==> config.mk <==
export PLATFORM = sky130hd
export DESIGN_NAME = counter_updown_mod_flat
export DESIGN_NICKNAME = d
export VERILOG_FILES = /design/src/rtl/counter_updown_mod_if.sv /design/src/rtl/counter_updown_mod.sv /design/src/flat_wrapper.sv
export SDC_FILE = /design/constraint.sdc
export NUM_CORES = 1
export LEC_CHECK = 0
export BUFFER_PORTS_ARGS = -buffer_cell sky130_fd_sc_hd__buf_4
export CELL_PAD_IN_SITES_DETAIL_PLACEMENT = 1
export CELL_PAD_IN_SITES_GLOBAL_PLACEMENT = 2
export CORE_AREA = 5 5 42 44
export CTS_CLUSTER_SIZE = 40
export DETAILED_ROUTE_END_ITERATION = 6
export DIE_AREA = 0 0 47 49
export PLACE_DENSITY_LB_ADDON = 0.1
export SYNTH_ARGS = -nofsm -noshare
export SYNTH_HDL_FRONTEND = slang
export SYNTH_SLANG_ARGS = --single-unit
==> constraint.sdc <==
create_clock -name clk -period 2.5 [get_ports clk]
set_clock_uncertainty 0.05 [all_clocks]
set_input_delay 0.5 -clock clk [delete_from_list [all_inputs] [get_ports clk]]
set_output_delay 0.5 -clock clk [all_outputs]
set_load 0.01 [all_outputs]
==> src/rtl/counter_updown_mod_if.sv <==
// ============================================================================
// Module   : counter_updown_mod_if
// Purpose  : Bundles the control inputs and status outputs of
//            counter_updown_mod. The master side drives the controls and the
//            slave side (the counter) drives the status.
// Ports    : en_i       count enable
//            up_dn_i    direction, 1 = up, 0 = down
//            load_i     synchronous parallel load strobe
//            load_val_i value applied on load
//            count_o    registered count
//            tc_o       terminal count (combinational)
//            wrap_o     registered one-cycle wrap pulse
//            sat_o      registered saturation flag
// Revision : 1.0  initial release
// ============================================================================
`default_nettype none

interface counter_updown_mod_if #(
  parameter int WIDTH = 3
);
  logic             en_i;
  logic             up_dn_i;
  logic             load_i;
  logic [WIDTH-1:0] load_val_i;
  logic [WIDTH-1:0] count_o;
  logic             tc_o;
  logic             wrap_o;
  logic             sat_o;

  modport master (
    output en_i, up_dn_i, load_i, load_val_i,
    input  count_o, tc_o, wrap_o, sat_o
  );

  modport slave (
    input  en_i, up_dn_i, load_i, load_val_i,
    output count_o, tc_o, wrap_o, sat_o
  );
endinterface

`default_nettype wire

==> src/rtl/counter_updown_mod.sv <==
// ============================================================================
// Module   : counter_updown_mod
// Purpose  : Synchronous up/down modulo counter with enable, parallel load,
//            programmable modulus, terminal-count and wrap flags.
//            Priority per posedge: load > enable > hold.
// Params   : WIDTH   count width in bits (>= 1)
//            MODULO  count range 0..MODULO-1, 2 <= MODULO <= 2**WIDTH
// Ports    : clk     clock, all state changes on posedge
//            rst_n   asynchronous active-low reset
//            bus     counter_updown_mod_if.slave (controls in, status out)
// Config   : COUNTER_SAT_EN  when defined, the counter saturates at the
//            boundaries instead of wrapping and drives sat_o; when undefined
//            it wraps and sat_o is tied low.
// Revision : 1.0  initial release
// ============================================================================
`default_nettype none

module counter_updown_mod #(
  parameter int WIDTH  = 3,
  parameter int MODULO = (1 << WIDTH)
) (
  input  logic                        clk,
  input  logic                        rst_n,
  counter_updown_mod_if.slave         bus
);

  // Highest legal count, sized to the counter width.
  localparam logic [WIDTH-1:0] C_MAX  = WIDTH'(MODULO - 1);
  localparam logic [WIDTH-1:0] C_ZERO = '0;
  localparam logic [WIDTH-1:0] C_ONE  = WIDTH'(1);

  logic [WIDTH-1:0] count_q, count_d;
  logic             wrap_q,  wrap_d;
  logic             w_at_bound;
  logic [WIDTH-1:0] w_load_clamped;

  // The next enabled step would leave 0..MODULO-1 in the current direction.
  assign w_at_bound = bus.up_dn_i ? (count_q == C_MAX) : (count_q == C_ZERO);

  // Out-of-range load values clamp to the top of the range so no illegal
  // state can ever be entered.
  assign w_load_clamped = (bus.load_val_i > C_MAX) ? C_MAX : bus.load_val_i;

`ifdef COUNTER_SAT_EN
  logic sat_q, sat_d;

  always_comb begin
    count_d = count_q;
    wrap_d  = 1'b0;
    sat_d   = sat_q;
    if (bus.load_i) begin
      count_d = w_load_clamped;
      sat_d   = 1'b0;
    end else if (bus.en_i) begin
      if (w_at_bound) begin
        // Hold at the boundary and flag saturation; never wrap.
        sat_d = 1'b1;
      end else begin
        count_d = bus.up_dn_i ? (count_q + C_ONE) : (count_q - C_ONE);
        sat_d   = 1'b0;
      end
    end
  end

  always_ff @(posedge clk or negedge rst_n) begin
    if (!rst_n) begin
      count_q <= '0;
      wrap_q  <= 1'b0;
      sat_q   <= 1'b0;
    end else begin
      count_q <= count_d;
      wrap_q  <= wrap_d;
      sat_q   <= sat_d;
    end
  end

  assign bus.sat_o = sat_q;
`else
  always_comb begin
    count_d = count_q;
    wrap_d  = 1'b0;
    if (bus.load_i) begin
      count_d = w_load_clamped;
    end else if (bus.en_i) begin
      if (w_at_bound) begin
        // Wrap to the opposite end of the range; MODULO need not be a
        // power of two, so the natural binary rollover cannot be used.
        count_d = bus.up_dn_i ? C_ZERO : C_MAX;
        wrap_d  = 1'b1;
      end else begin
        count_d = bus.up_dn_i ? (count_q + C_ONE) : (count_q - C_ONE);
      end
    end
  end

  always_ff @(posedge clk or negedge rst_n) begin
    if (!rst_n) begin
      count_q <= '0;
      wrap_q  <= 1'b0;
    end else begin
      count_q <= count_d;
      wrap_q  <= wrap_d;
    end
  end

  assign bus.sat_o = 1'b0;
`endif

  assign bus.count_o = count_q;
  assign bus.wrap_o  = wrap_q;
  // High in the cycle whose posedge will cross the boundary.
  assign bus.tc_o    = bus.en_i & ~bus.load_i & w_at_bound;

endmodule

`default_nettype wire
==> src/flat_wrapper.sv <==
// flat-port wrapper written by rule: the top's interface ports become plain ports
module counter_updown_mod_flat 
#(
  parameter int WIDTH  = 3,
  parameter int MODULO = (1 << WIDTH)
)
  (clk, rst_n, bus_en_i, bus_up_dn_i, bus_load_i, bus_load_val_i, bus_count_o, bus_tc_o, bus_wrap_o, bus_sat_o);
  counter_updown_mod_if #(.WIDTH(WIDTH)) bus_i ();
  input  logic clk;
  input  logic rst_n;
  input wire logic [$bits(bus_i.en_i)-1:0] bus_en_i;
  input wire logic [$bits(bus_i.up_dn_i)-1:0] bus_up_dn_i;
  input wire logic [$bits(bus_i.load_i)-1:0] bus_load_i;
  input wire logic [$bits(bus_i.load_val_i)-1:0] bus_load_val_i;
  output wire logic [$bits(bus_i.count_o)-1:0] bus_count_o;
  output wire logic [$bits(bus_i.tc_o)-1:0] bus_tc_o;
  output wire logic [$bits(bus_i.wrap_o)-1:0] bus_wrap_o;
  output wire logic [$bits(bus_i.sat_o)-1:0] bus_sat_o;
  assign bus_i.en_i = bus_en_i;
  assign bus_i.up_dn_i = bus_up_dn_i;
  assign bus_i.load_i = bus_load_i;
  assign bus_i.load_val_i = bus_load_val_i;
  assign bus_count_o = bus_i.count_o;
  assign bus_tc_o = bus_i.tc_o;
  assign bus_wrap_o = bus_i.wrap_o;
  assign bus_sat_o = bus_i.sat_o;
  counter_updown_mod #(.WIDTH(WIDTH), .MODULO(MODULO)) u_core (.clk(clk), .rst_n(rst_n), .bus(bus_i));
endmodule
* Word-level counts from Yosys, hierarchy flattened
Cells that the tools add are included.
** Storage, ports and cells
- Logic and storage cells :: 21
- Bits of input ports :: 8
- Flip-flop bits (word level) :: 4
** Cells by class
- $lt $le $gt $ge :: 1
- Multiplexer cells :: 10
- Add/subtract/negate cells :: 2
- Bitwise logic cells :: 3
- Reductions and logical operators :: 2
- Equal/unequal tests :: 1
** Operator list (number)
- $mux W3 :: 6
- $mux W1 :: 4
- $add A3 B1 Y3 const B :: 1
- $eq A3 B3 Y1 const B :: 1
- $gt A3 B3 Y1 const B :: 1
- $logic_not A3 Y1 :: 1
- $sub A3 B1 Y3 const B :: 1
- $and A1 B1 Y1 :: 2
- $reduce_bool A2 Y1 :: 1
- $not A1 Y1 :: 1

* Depth between registers and ports, before layout
Gate-level depths: netlist of run 1.
- Depth in word-level cells :: 5
- Gate-level depth with buffers :: 6
- Mapped depth without buffers :: 6

* Worst setup path before layout of run 1
Ideal clock, no wire load.
- Kind :: register to register
- Start :: reg u_core.count_q[0], in the netlist u_core.bus.count_o[0]
- End :: reg u_core.count_q[2], in the netlist u_core.bus.count_o[2]
- Stages on the path, launching flop included :: 6
- Arrival time :: 1.317 ns
- Library setup time :: 0.124 ns
- Clock period less this slack :: 1.490 ns
- Slack :: 1.010 ns
- Buffers on the path :: 0
- Required time :: 2.326 ns
- Path through :: dfrtp_1 -> fa_1 -> inv_1 -> a21oi_1 -> a22oi_1 -> o21ai_1
** Between the ends
- Word-level cells in the longest chain between the ends :: 5
- Elaborated cells on any way between the ends :: 9
** RTL lines
- start: declaration :: RTL line counter_updown_mod.sv:32 : logic [WIDTH-1:0] count_q, count_d;
- start signal: assignment :: RTL line counter_updown_mod.sv:101 : count_q <= count_d;
- $sub A3 B1 Y3, or another cell as far along :: RTL line counter_updown_mod.sv:91 : count_d = bus.up_dn_i ? (count_q + C_ONE) : (count_q - C_ONE);
- $mux W3 / $mux W1 (equally long branches) :: RTL line counter_updown_mod.sv:91, counter_updown_mod.sv:38
- $mux W3 (*) :: RTL line counter_updown_mod.sv:85 : if (w_at_bound) begin
- $mux W3 (*) :: RTL line counter_updown_mod.sv:84 : end else if (bus.en_i) begin
- $mux W3 (*) :: RTL line counter_updown_mod.sv:82 : if (bus.load_i) begin
Every way passes the cells marked *; elsewhere a longest branch is shown, timed or not. The select of a mux whose other input is x is not followed.
A chain may end at the register's enable or synchronous reset.

* Worst setup path in the final report of run 1
- Start :: reg u_core.count_q[0], in the netlist u_core.bus.count_o[0]
- End :: out bus_tc_o
** Between the ends
- Word-level cells in the longest chain between the ends :: 3
- Elaborated cells on any way between the ends :: 4
** RTL lines
- $eq A3 B3 Y1 / $logic_not A3 Y1 (equally long branches) :: RTL line counter_updown_mod.sv:38 : assign w_at_bound = bus.up_dn_i ? (count_q == C_MAX) : (count_q == C_ZERO);
- $mux W1 (*) :: RTL line counter_updown_mod.sv:38
- $and A1 B1 Y1 (*) :: RTL line counter_updown_mod.sv:112 : assign bus.tc_o = bus.en_i & ~bus.load_i & w_at_bound;
- end: declaration :: RTL line flat_wrapper.sv:16 : output wire logic [$bits(bus_i.tc_o)-1:0] bus_tc_o;
Every way passes the cells marked *; elsewhere a longest branch is shown, timed or not.

==> results of run 1 <==
power breakdown:
group | switching, mW | internal (mW)
clock network | 0.0245 | 0.0536
registers | 0.0133 | 0.0723
logic | 0.0337 | 0.0362
total | 0.0714 | 0.162
flip-flops by register name, indices dropped and copies added, names as in the netlist:
signal	count
u_core.bus.wrap_o	1
u_core.bus.count_o	3
worst register-to-register path: stages (launching register included):
cell and delay [ns]:
dfrtp_1 0.46, fa_1 0.53, inv_1 0.08, a21oi_1 0.06
a22oi_1 0.19, o21ai_1 0.08
area by class of cell:
type                    count  area [um2]
fillers                   178         987
multi-input cells          25         160
flip-flops and latches      4         100
repair buffers             13         100
clock buffers               3        22.5
well taps                  16        20.0
inverters                   3        11.3
per-layer routing:
metal	vias up	track usage, %	share of wire (%)
li1	143	-	-
met1	142	10.7	41
met2	10	13.3	53
met3	0	1.48	6.0
met4	0	9.68	0
met5	-	0	0
cell usage in the layout, fill, tap and decap left out, types with 2 or more instances in the layout:
master / instances
a21oi_1: 4
buf_4: 12
clkbuf_4: 3
nand2_1: 4
o21ai_0: 2
nor2_1: 2
dfrtp_1: 4
inv_1: 3
worst max-delay path by stage:
stage / from / to / cells past startpoint / slack (ns)
after floorplan: u_core.bus.count_o[0] / u_core.bus.count_o[2] / 5 / 1.01
after global placement: bus_up_dn_i / u_core.bus.count_o[2] / 7 / 0.82
after detailed placement: bus_up_dn_i / bus_tc_o / 5 / 0.78
after CTS: u_core.bus.count_o[0] / bus_tc_o / 3 / 0.67
after global routing: u_core.bus.count_o[0] / bus_tc_o / 3 / 0.62
final: u_core.bus.count_o[0] / bus_tc_o / 3 / 0.69
kinds of logic (layout without fill, tap and decap cells):
kind of cell	count (synthesis)	in the layout	share of synthesized area (%)
AOI/OAI and AO/OA	10	10	20.6
xor gates and xnor gates	2	2	6.28
adders and majority gates	1	1	7.18
buffers and inverters	4	19	6.73
DFF	4	4	35.9
other	1	1	1.34
and+or+nand+nor	11	11	22.0
stage by stage:
| stage | instances | power (mW) | utilization, % | setup WS (ns) |
|---|---|---|---|---|
| 2_1_floorplan | 33 | 0.121 | - | 1.01 |
| 3_3_place_gp | 60 | 0.153 | 27.2 | 0.821 |
| 3_5_place_dp | 60 | 0.157 | 27.2 | 0.780 |
| 4_1_cts | 63 | 0.239 | 28.8 | 0.673 |
| 5_1_grt | 64 | 0.259 | 29.6 | 0.621 |
| 6_report | 64 | 0.234 | 29.6 | 0.690 |
repair_timing:
action / CTS / global route
hold buffers: 0 / 1
resized for setup: 0 / 0
endpoints found under the hold margin: 0 / 4
==> metrics, run 1 <==
area post-placement 382 um2; Post-Synthesis Cells 33; Seq cells post-synth 4; global-route wire length before repair 1500 um; number of distinct library cells after synthesis 20; Worst R2R Start u_core.bus.count_o[0]; clk root buf clkbuf_4; Fin Hold WS 0.427 ns; setup tns final 0 ns; RSZ-0062 raised after global routing false; worst vdd ir 0.186 mV; worst path bufs/invs 1; Area growth syn-to-layout 48.4%; worst-path fanout max 6; Cell Area, Synth 279 um2; Vias 295; maxcap violations 0; sequential area share after synthesis 35.9%; Final Hold Fails 0; dominant cells by area after synthesis dfrtp_1, a21oi_1, fa_1; number of H-tree levels 1; Synth Net Count 42; Die X 47 um; layout cells sized above 1 33.3%; Slew Limit Fails 0; Post-synth EDFFs 0; post-DP HPWL 669 um; clock transition at the registers of the reported paths 0.04 ns; commonest cells in the synthesized netlist a21oi_1, dfrtp_1, nand2_1, inv_1; Design Area, Final 414 um2; GRT Total Usage 9.33%; vias in the first global route 347; die area 2300 um2; vias per std cell 4.61; I/O Pins 14; CTS Buffer Depth 2; Sink Count 4; CP peak stage delay 0.48 ns; power per cell area 564 nW/um2; Most used DFF post-synth dfrtp_1; post-CTS setup buffers 0; Port-buffer cells 12; cell row count 14; Critical Path AT 1.26 ns; crit-path leading delay family flip-flops; # DRC 0; CP Cell Sequence nand4_1, a21oi_1, buf_4; final WL 828 um; number of synthesis warnings 0; Starting Density 19.9%; Pre-Repair DR Iteration Count 3; startpoint types flip-flop; Synth async-reset ratio 100%; Iter 0 DRT Violations 2; final setup fails 0; cell taking the most area after synthesis dfrtp_1; status completed; initial antenna violation count 0; CP max stage cell dfrtp_1; minimum clock period 1.81 ns; CTS tree done; Clk Latency, worst-skew pair 0.23 ns; crit end category primary output; Floorplan Core Area 1400 um2; hold_sp bus_load_val_i[0]; hold path depth 3; nets 59; gr ovfl total 0; final antenna-violating net count 0; WS Path Type flip-flop to primary output; Die Height 49 um; R2R Path End u_core.bus.count_o[2]; Routed WL per cell 12.9 um; CTS Buf Count 3; required time worst endpoint 1.95 ns; routability cong. 0.639; P_leak 0.198 nW; Final Cycle Share 72.4%; antenna fix cells 0; f_max 552 MHz; Avg Cell Area, Syn 8.46 um2; HP Class primary input to flip-flop; Min-Delay Endpoint u_core.bus.count_o[0]; pin count of the biggest net entering global routing 8; Synth top area share 35.9%; Reg2Reg Setup Slack 0.93 ns; worst r2r path cells 5
(Power assumes the default switching activity.)
==> inputs of run 2 (changes only) <==
--- a/config.mk
+++ b/config.mk
@@ -8,10 +8,10 @@
 export BUFFER_PORTS_ARGS = -buffer_cell sky130_fd_sc_hd__buf_4
 export CELL_PAD_IN_SITES_DETAIL_PLACEMENT = 1
 export CELL_PAD_IN_SITES_GLOBAL_PLACEMENT = 2
-export CORE_AREA = 5 5 42 44
+export CORE_MARGIN = 5
+export CORE_UTILIZATION = 19
 export CTS_CLUSTER_SIZE = 40
 export DETAILED_ROUTE_END_ITERATION = 6
-export DIE_AREA = 0 0 47 49
 export PLACE_DENSITY_LB_ADDON = 0.1
 export SYNTH_ARGS = -nofsm -noshare
 export SYNTH_HDL_FRONTEND = slang
==> constraint.sdc (replaced) <==
create_clock -name clk -period 1.5 [get_ports clk]
set_clock_uncertainty 0.05 [all_clocks]
set_input_delay 0.3 -clock clk [delete_from_list [all_inputs] [get_ports clk]]
set_output_delay 0.3 -clock clk [all_outputs]
set_load 0.01 [all_outputs]
==> run 2 against run 1 <==
Compared with the run above: the flow now finishes with violations (negative setup slack); sequential cell count unchanged; register-to-register slack got worse by 0.92 ns; power increased by 97%; critical endpoint unchanged; highest routed layer is now met4.
==> metrics, run 2 (synthesized netlist as in run 1, its figures left out) <==
required time worst endpoint 1.15 ns; footprint of the multi-input gates 176 um2; P_sw 0.142 mW; Slew Limit Fails 0; final WL 959 um; Pre-Repair DR Iteration Count 3; GRT Total Usage 9.02%; die area 2330 um2; clk root buf clkbuf_4; vias in the first global route 368; worst vdd ir 0.295 mV; Routed WL per cell 13.0 um; worst-path fanout max 4; CP peak stage delay 0.38 ns; Die Height 48.3 um; Critical Path AT 1.16 ns; Sink Count 4; commonest non-fill, non-tap cells in the layout buf_4, nand2_1, dfrtp_1; Clk Latency, worst-skew pair 0.24 ns; Floorplan Core Area 1350 um2; startpoint types flip-flop; non-filler cells, final 74; antenna fix cells 0; final antenna-violating net count 0; cell row count 13; setup tns final -0.0144 ns; Reg power frac 28.8%; number of H-tree levels 1; commonest non-fill, non-tap cell in the layout buf_4; Vias 353; crit end category primary output; global-route wire length before repair 1590 um; nets 70; vias per std cell 4.77; Area growth syn-to-layout 86.1%; Final Hold Fails 0; WS Path Type flip-flop to primary output; Reg2Reg Setup Slack 0.01 ns; post-DP HPWL 688 um; Iter 0 DRT Violations 7; Largest register FFs 3; Fin Hold WS 0.243 ns; CP max stage cell dfrtp_1; CTS Buffer Depth 2; pin count of the biggest net entering global routing 8; P_leak 0.250 nW; initial antenna violation count 0; HP Class primary input to flip-flop; power per cell area 888 nW/um2; Starting Density 20.7%; failing checks negative setup slack; internal power 0.319 mW; placed insts 63; Port-buffer cells 12; I/O Pins 14; fillers 171; minimum clock period 1.51 ns; RSZ-0062 raised after global routing true; switching share of power 30.9%; status finished, violations left; final setup fails 1; final core occ 38.5%; f_max 660 MHz; part of the power in combinational logic 42.1%; CTS Buf Count 3; Storage cell area 100 um2; setup slack after layout -0.0144 ns; # DRC 0; layout cells sized above 1 54.2%; clock transition at the registers of the reported paths 0.04 ns; Die X 48.3 um; Final Cycle Share 101%; Clk pwr share 29.1%; gr ovfl total 0; total power 0.461 mW; routability cong. 0.738; CTS tree done; CP Cell Sequence buf_6, nor2_1, nand2_1, a21oi_2, buf_4; maxcap violations 0
## run 2: critical path: cells and delay by family, from the launching register on
kind                   cells  cell delay, ns
buffers and inverters      2            0.26
DFF                        1            0.38
and+or+nand+nor            2            0.17
AOI/OAI and AO/OA          1            0.12
## run 2: power groups by stage
stage | sequential, mW | clock, mW | combinational, mW
after global placement | 0.134 | 0 | 0.140
after floorplan | 0.144 | 0 | 0.0578
after detailed placement | 0.135 | 0 | 0.140
after global routing | 0.136 | 0.143 | 0.214
final | 0.133 | 0.134 | 0.194
after CTS | 0.132 | 0.140 | 0.183
## run 2: cell type report
type / instances / area share [%]
tap: 15 / 3.61
sequential: 4 / 19.3
inverter: 3 / 2.17
timing repair buffer: 24 / 36.6
clock buffer: 3 / 4.34
multi-input combinational: 25 / 34.0
## run 2: worst paths after layout
check,start,end,cells after the start
worst max-delay path,u_core.bus.count_o[1],bus_tc_o,5
worst min-delay path,bus_load_val_i[0],u_core.bus.count_o[0],3
worst max register to register,u_core.bus.count_o[1],u_core.bus.count_o[2],5
worst min register to register,u_core.bus.count_o[1],u_core.bus.count_o[2],4
max in group asynchronous,rst_n,u_core.bus.wrap_o,2
min in group asynchronous,rst_n,u_core.bus.count_o[0],2
## run 2: per-layer routing
| metal | up-vias | global-route usage (%) | share of wire, % |
|---|---|---|---|
| met5 | - | 0 | 0 |
| met4 | 0 | 9.68 | 2.9 |
| met3 | 3 | 2.45 | 6.7 |
| met2 | 14 | 13.0 | 47 |
| met1 | 171 | 10.0 | 43 |
| li1 | 165 | - | - |
## run 2: repair_timing
item / CTS / global route
hold endpoints to repair: 4 / 0
endpoints found under the setup margin: 1 / 3
buffers inserted: 6 / 1
pin swaps: 4 / 3
gates resized for setup: 3 / 4
hold buffers: 1 / 0
## run 2: stage by stage
| step | worst slack [ns] | instance area [um2] |
|---|---|---|
| 5_1_grt | -0.0807 | 519 |
| 3_5_place_dp | 0.0163 | 410 |
| 4_1_cts | -0.0508 | 498 |
| 6_report | -0.0144 | 519 |
| 3_3_place_gp | 0.0482 | 410 |
| 2_1_floorplan | 0.00988 | 279 |
==> inputs of run 3 (changes only) <==
--- a/config.mk
+++ b/config.mk
@@ -13,6 +13,9 @@
 export CTS_CLUSTER_SIZE = 40
 export DETAILED_ROUTE_END_ITERATION = 6
 export PLACE_DENSITY_LB_ADDON = 0.1
+export RECOVER_POWER = 100
+export SETUP_SLACK_MARGIN = 0.05
 export SYNTH_ARGS = -nofsm -noshare
 export SYNTH_HDL_FRONTEND = slang
 export SYNTH_SLANG_ARGS = --single-unit
+export TNS_END_PERCENT = 10
==> run 3 against run 2 <==
Compared with the run above: global-route usage grew 0.17 points; register-to-register slack improved by 0.02 ns; critical endpoint unchanged; hold slack improved by 0.013 ns; the flow now finishes without violations; count of clock-buffer cells in the layout is the same; largest power group unchanged; sequential cell count is the same.
==> metrics, run 3 (synthesized netlist as in run 1, its figures left out) <==
status completed; WS Path Type flip-flop to primary output; Largest register FFs 3; area post-placement 398 um2; nets 66; f_max 678 MHz; clk root buf clkbuf_4; startpoint types flip-flop; post-DP HPWL 743 um; Routed WL per cell 13.4 um; CTS Buf Count 3; I/O Pins 14; initial antenna violation count 0; cell row count 13; vias in the first global route 370; CTS tree done; setup slack after layout 0.0261 ns; GRT Total Usage 9.19%; Design Area, Final 502 um2; pre-CTS WS 0.0212 ns; worst vdd ir 0.292 mV; Vias 321; Port-buffer cells 12; # DRC 0; Sink Count 4; CTS Buffer Depth 2; routability cong. 0.736; maxcap violations 0; RSZ-0062 raised after global routing true; Final Cycle Share 98.3%; required time worst endpoint 1.15 ns; clock transition at the registers of the reported paths 0.04 ns; Iter 0 DRT Violations 0; Fin Hold WS 0.256 ns; pin count of the biggest net entering global routing 8; vias per std cell 4.59; final antenna-violating net count 0; final WL 939 um; worst-path fanout max 5; commonest non-fill, non-tap cells in the layout buf_4, nand2_1, clkbuf_4, dfrtp_2; gr ovfl total 0; minimum clock period 1.47 ns; die area 2330 um2; Pre-Repair DR Iteration Count 1; Clk Latency, worst-skew pair 0.23 ns; number of H-tree levels 1; power per cell area 896 nW/um2; crit end category primary output; Starting Density 20.7%; antenna fix cells 0; HP Class primary input to flip-flop; Critical Path AT 1.12 ns; Final Hold Fails 0; global-route wire length before repair 1710 um; Area growth syn-to-layout 79.8%; Die X 48.3 um; Die Height 48.3 um; Slew Limit Fails 0; commonest non-fill, non-tap cell in the layout buf_4; P_leak 0.222 nW; layout cells sized above 1 60.0%; final setup fails 0; Floorplan Core Area 1350 um2
[run 3: cell types whose count changed in the layout (fill, tap and decap cells not counted), moves of 2 or more]
cell | previous run | this run
buf_4 | 21 | 17
buf_6 | 2 | 0
clkbuf_1 | 0 | 2
dfrtp_1 | 4 | 1
dfrtp_2 | 0 | 3
nor2_4 | 0 | 2
[run 3: where the power goes]
group	switching (mW)	leakage, nW	internal [mW]
Sequential	0.0232	0.0461	0.123
Clock	0.0401	0.0138	0.0892
Combinational	0.0803	0.162	0.0941
Total	0.144	0.222	0.306
[run 3: timing repair]
item / 4_1_cts / 5_1_grt
hold buffers: 1 / 0
hold endpoints to repair: 4 / 0
setup buffers: 3 / 2
resized for setup: 8 / 7
endpoints found under the setup margin: 2 / 3
pin swaps: 3 / 7
[run 3: area by class of cell]
class / instances / area [um2]
Fill cell: 173 / 848
Multi-Input combinational cell: 25 / 200
Timing Repair Buffer: 20 / 145
Sequential cell: 4 / 104
Clock buffer: 3 / 22.5
Tap cell: 15 / 18.8
Inverter: 3 / 11.3
[run 3: metrics by stage]
stage               TNS (ns)  std cells  utilization (%)  total power [mW]
global route         -0.0745         70             37.2             0.480
finish                     0         70             37.2             0.450
floorplan                  0         33                -             0.204
detailed placement         0         61             29.5             0.273
CTS                        0         68             35.0             0.436
global placement           0         61             29.5             0.268
[run 3: layer usage]
| layer | wire (um) | global-route usage [%] | up-vias |
|---|---|---|---|
| li1 | - | - | 157 |
| met1 | 390 | 10.5 | 154 |
| met2 | 484 | 14.6 | 10 |
| met3 | 64 | 2.14 | 0 |
| met4 | 0 | 6.91 | 0 |
| met5 | 0 | 0 | - |
[run 3: path summary, 6_finish.rpt]
path	from	cells past startpoint	endpoint	slack [ns]
hold / removal	bus_load_val_i[0]	3	u_core.bus.count_o[0]	0.26
setup / recovery	u_core.bus.count_o[1]	3	bus_tc_o	0.03
max in group asynchronous	rst_n	2	u_core.bus.count_o[1]	0.81
setup reg to reg	u_core.bus.count_o[1]	4	u_core.bus.count_o[2]	0.03
hold reg to reg	u_core.bus.count_o[1]	3	u_core.bus.count_o[2]	0.63
min in group asynchronous	rst_n	2	u_core.bus.count_o[0]	0.38
[run 3: worst max-delay path: stages (launching register included)]
cell and delay, ns:
dfrtp_2 0.43, nand4_1 0.16, a21oi_2 0.18, buf_4 0.13
